`src/rtl/mult_seq_32bit.sv`:
```
// mult_seq_32bit: iterative radix-2 shift-and-add 32x32->64 multiplier, signed or unsigned, start/busy/done handshake.
// Define MULT_OVF_EN to add a registered ovf output flagging products that do not fit in 32 bits.
module mult_seq_32bit #(
   parameter int WIDTH = 32
) (
   input  logic             clk,
   input  logic             rst_n,
   input  logic             start,
   input  logic             signed_op,
   input  logic [WIDTH-1:0] a,
   input  logic [WIDTH-1:0] b,
   output logic [WIDTH-1:0] p_hi,
   output logic [WIDTH-1:0] p_lo,
   output logic             busy,
   output logic             done
`ifdef MULT_OVF_EN
   ,
   output logic             ovf
`endif
);
   localparam int CW = $clog2(WIDTH);
   typedef enum logic [1:0] {S_IDLE, S_RUN, S_FIX, S_DONE} state_t;
   state_t state, next;
   logic [WIDTH-1:0] m, hi, lo, s, addend;
   logic [CW-1:0] cnt;
   logic [2*WIDTH-1:0] res;
   logic c, neg, sgn, accept;
   always_ff @(posedge clk or negedge rst_n)
      if (!rst_n) state <= S_IDLE;
      else state <= next;
   always_comb begin
      accept = start && (state == S_IDLE || state == S_DONE);
      busy   = state == S_RUN || state == S_FIX;
      done   = state == S_DONE;
      next   = accept ? S_RUN :
               state == S_RUN ? (cnt == CW'(WIDTH - 1) ? S_FIX : S_RUN) :
               state == S_FIX ? S_DONE : S_IDLE;
   end
   // One accumulate per iteration: the adder carry-out becomes the new top bit of hi.
   always_comb begin
      addend = lo[0] ? m : '0;
      {c, s} = {1'b0, hi} + {1'b0, addend};
      res    = neg ? ~{hi, lo} + {{(2*WIDTH-1){1'b0}}, 1'b1} : {hi, lo};
   end
   always_ff @(posedge clk or negedge rst_n)
      if (!rst_n) begin
         m    <= '0;
         hi   <= '0;
         lo   <= '0;
         cnt  <= '0;
         neg  <= 1'b0;
         sgn  <= 1'b0;
         p_hi <= '0;
         p_lo <= '0;
      end else if (accept) begin
         m    <= (signed_op && a[WIDTH-1]) ? -a : a;
         lo   <= (signed_op && b[WIDTH-1]) ? -b : b;
         hi   <= '0;
         cnt  <= '0;
         neg  <= signed_op && (a[WIDTH-1] ^ b[WIDTH-1]);
         sgn  <= signed_op;
      end else if (state == S_RUN) begin
         hi   <= {c, s[WIDTH-1:1]};
         lo   <= {s[0], lo[WIDTH-1:1]};
         cnt  <= cnt + CW'(1);
      end else if (state == S_FIX) begin
         p_hi <= res[2*WIDTH-1:WIDTH];
         p_lo <= res[WIDTH-1:0];
      end
`ifdef MULT_OVF_EN
   always_ff @(posedge clk or negedge rst_n)
      if (!rst_n) ovf <= 1'b0;
      else if (state == S_FIX)
         ovf <= sgn ? res[2*WIDTH-1:WIDTH] != {WIDTH{res[WIDTH-1]}} : |res[2*WIDTH-1:WIDTH];
`endif
endmodule

```
`config.mk`:
```
export PLATFORM = sky130hd
export DESIGN_NAME = mult_seq_32bit
export DESIGN_NICKNAME = d
export VERILOG_FILES = /design/src/rtl/mult_seq_32bit.sv
export SDC_FILE = /design/constraint.sdc
export NUM_CORES = 1
export LEC_CHECK = 0
export ABC_AREA = 1
export CAP_MARGIN = 20
export CELL_PAD_IN_SITES_DETAIL_PLACEMENT = 1
export CELL_PAD_IN_SITES_GLOBAL_PLACEMENT = 2
export CORE_UTILIZATION = 31
export CTS_CLUSTER_SIZE = 20
export DETAILED_ROUTE_END_ITERATION = 8
export HOLD_SLACK_MARGIN = 0.1
export PLACE_DENSITY = 0.87
export REMOVE_ABC_BUFFERS = 1
export SKIP_CTS_REPAIR_TIMING = 1
export SKIP_LAST_GASP = 1
export SLEW_MARGIN = 20
export SYNTH_ARGS = -nofsm -noshare
export SYNTH_HDL_FRONTEND = slang
export SYNTH_SLANG_ARGS = --single-unit
```
`constraint.sdc`:
```
create_clock -name clk -period 2.5 [get_ports clk]
set_input_delay 0.5 -clock clk [delete_from_list [all_inputs] [get_ports clk]]
set_output_delay 0.5 -clock clk [all_outputs]
set_load 0.03 [all_outputs]
```
==> impl_results.md <==
- Result of the run: finished, final reports clean
- Highest clock frequency the design can meet: 0.417 GHz
- Total number of placement rows: 75
- Count of nets after finishing: 2412
- Synthesized flop and latch total: 168
- Final wirelength: 52900 um
- Final Power: 19.8 mW
- Area taken by multi-input logic gates: 7740 um2
- Clock slew at the register clock pins of the worst setup and hold paths: 0.08 ns
- Post-Synthesis Cell Area: 13200 um2
- Antenna violation net count after detailed routing: 0
- Wire length of the first global-routing pass: 83500 um
- First DRT Iteration DRCs: 856
- Initial antenna violation count: 1
- Pleak: 8.38 nW
- Die width: 208 um
- Clock tree from TritonCTS: yes
- Final Slew Violations: 0
- # diodes: 0
- Fin Clk Skew: 0.0121 ns
- End point of the worst hold path: m[18]
- Area contributors post-synth: dfrtp_1 (32%), nand2_1 (22%), inv_1 (7.7%), nand3_1 (6.8%), nor2_1 (6.7%)
- Peak ir drop on the vdd network: 635 uV
- Clock latency on the worst-skew pair: 0.50 ns
- Area share of the largest cell type after synthesis: 31.8%
- Setup crit end kind: register
- Worst slew margin relative to its limit: 43.1%
- R2r setup slk: 0.10 ns
- Pwr dens: 1210 nW/um2
- Global placer's final weighted congestion: 0.899
- HPWL after detailed placement: 42600 um
- Initial standard-cell utilization of the core: 31.5%
- Unrepaired setup endpoints after global routing: true
- Register area share after synthesis: 31.8%
- Ys Warns: 0
- Die height: 208 um
- Area inside the core boundary: 41900 um2
- Critical Path Source: lo[0]
- Routed len/inst: 18.5 um
- Most used standard cells in the synthesized netlist: nand2_1 (786), inv_1 (270), nor2_1 (235), nand3_1 (180), dfrtp_1 (168)
- Arrival time at the worst endpoint: 2.82 ns
- Max_cap viols: 0
- CTS Sinks: 168
- Number of endpoints with negative hold slack in the final report: 0
- Setup_tns: 0 ns
- Number of global-route vias before repair: 14672
- Count of distinct cell types in the synthesized netlist: 49
- Most frequently used flop master after synthesis: dfrtp_1
- # port buffers: 133
- Layout fillers: 5478
- Syn_area_per_cell: 6.21 um2
- H-tree depth reported by CTS: 4
- Grt ovf: 0
- Tmin final: 2.40 ns
- Cell depth of the worst hold path: 2
- Clock Tree Root: clkbuf_16
- Post-route DRC: 0
- Global-route usage over all layers: 24.9%
- Worst r2r dst: p_hi[20]
- Share of the core filled with cells in the final layout: 38.9%
- Detail-routed via count per cell: 5.04
- Finish-stage setup viols: 0
- Final worst-path cycle share: 95.8%
- Reg-to-reg critical path startpoint: lo[0]
- Slew at the pin with the worst max-slew slack: 0.845 ns
- Cell count after synthesis: 2127
- Clock buffers created by TritonCTS: 17
- FF-to-FF path depth: 14
- Worst hold path startpoint: m[18]
- Top cell type by total area after synthesis: dfrtp_1
- CP Class: reg -> reg
- Maximum net fanout on the critical path: 5
- Cell with the most instances after synthesis: nand2_1
- Worst min-delay path class: reg -> reg
- Layout cells sized above 1: 8.33%
- Die footprint: 43400 um2
- Required time of the worst setup path: 2.93 ns
- EDFF count, synth: 0
- Vias post-DR: 14401
- Sequential standard cell area: 4210 um2
- Area growth from synthesis to final layout: 23.7%
- Boundary Pins: 134
- DR pass1 iterations: 5
- Share of flip-flops with an asynchronous set or reset after synthesis: 100%
- Maximum buffer depth of the clock tree: 2
- Startpoint types: register
- Maximum number of pins on one net before global-route repair: 73
-- how the worst max path moves through the flow --
stage | end | slack, ns
after floorplan | lo[21] | -1.49
after global placement | lo[30] | -0.03
after detailed placement | lo[30] | -0.06
after CTS | busy | -0.03
after global routing | hi[30] | -0.06
final | p_hi[20] | 0.10
-- flip-flops by register name, summed over array words and instances (netlist names) --
register	cells
cnt	5
m	32
state	2
lo	32
p_lo	32
neg	1
hi	32
p_hi	32
-- power by group --
group          internal, mW  total [mW]  switching, mW
combinational          4.12        11.8           7.69
sequential             3.95        5.13           1.18
clock                  1.51        2.88           1.37
total                  9.58        19.8           10.2
-- through the flow --
| step | cells | hold slack, ns | setup slack [ns] | cell area (um2) |
|---|---|---|---|---|
| after floorplan | 2070 | 0.204 | -1.49 | 12900 |
| after global placement | 2821 | 0.464 | -0.0345 | 15600 |
| after detailed placement | 2821 | 0.470 | -0.0593 | 15600 |
| after CTS | 2853 | -0.0175 | -0.0254 | 16300 |
| after global routing | 2855 | 0.507 | -0.0605 | 16300 |
| final | 2855 | 0.483 | 0.105 | 16300 |
-- placed cells by master (no fill, tap or decap), drive strengths merged, types with 2 or more instances in the layout --
cell type      synthesis  routed
dfrtp                168     168
a22oi                  3       3
nand2                795     795
o22ai                 15      15
nor2                 256     256
buf                   27      81
inv                  281     286
nor3                  15      15
nand3                187     187
and2                   3       3
clkdlybuf4s50          0     131
bufinv                 0       2
nand4                 25      25
a21o                   2       2
a21oi                 46      46
nand3b                13      13
o21ai                126     126
a22o                   2       2
o31ai                  2       2
nor4                   4       4
xnor2                  5       5
o211ai                 4       4
o221ai                12      12
a31oi                 11      11
o21bai                 8       8
or2                    7       7
ha                    40      40
xor2                  34      34
clkbuf                30      17
clkinv                 2       8
clkinvlp               0       2
-- routing by layer --
layer / vias up / track usage (%) / share of wire (%)
met2: 258 / 39.8 / 46
met5: - / 0 / 0
met1: 7021 / 34.5 / 49
met4: 0 / 6.26 / 1.7
li1: 7080 / - / -
met3: 42 / 4.69 / 4.2
-- kinds of logic (layout without fill, tap and decap cells) --
group	count (synthesis)	after routing	share of synthesized area, %
AOI/OAI and AO/OA	233	233	10.1
xor gates and xnor gates	39	39	2.59
adders and majority gates	41	41	3.94
buffers and inverters	340	529	10.0
DFF	168	168	31.8
and+or+nand+nor	1306	1306	41.5
-- final cells by class --
| cell class | instances | share of cell area (%) |
|---|---|---|
| multi-input combinational | 1619 | 47.4 |
| clock buffer | 17 | 2.60 |
| timing repair buffer | 214 | 12.4 |
| inverter | 283 | 6.52 |
| tap | 539 | 4.13 |
| sequential | 168 | 25.7 |
| clock inverter | 15 | 1.16 |
-- worst max-delay path, cell delays in order (launching register included) --
cell      delay [ns]
dfrtp_1         0.43
buf_4           0.15
buf_4           0.15
clkinv_2        0.05
ha_1            0.20
nand3_2         0.17
nor2_4          0.14
nand2_2         0.11
nand2_2         0.11
nand3_2         0.17
nor2_4          0.22
nand2_1         0.08
nand2_1         0.06
nand3_1         0.14
nand2_1         0.12
Power figures use the tool's default switching activity.
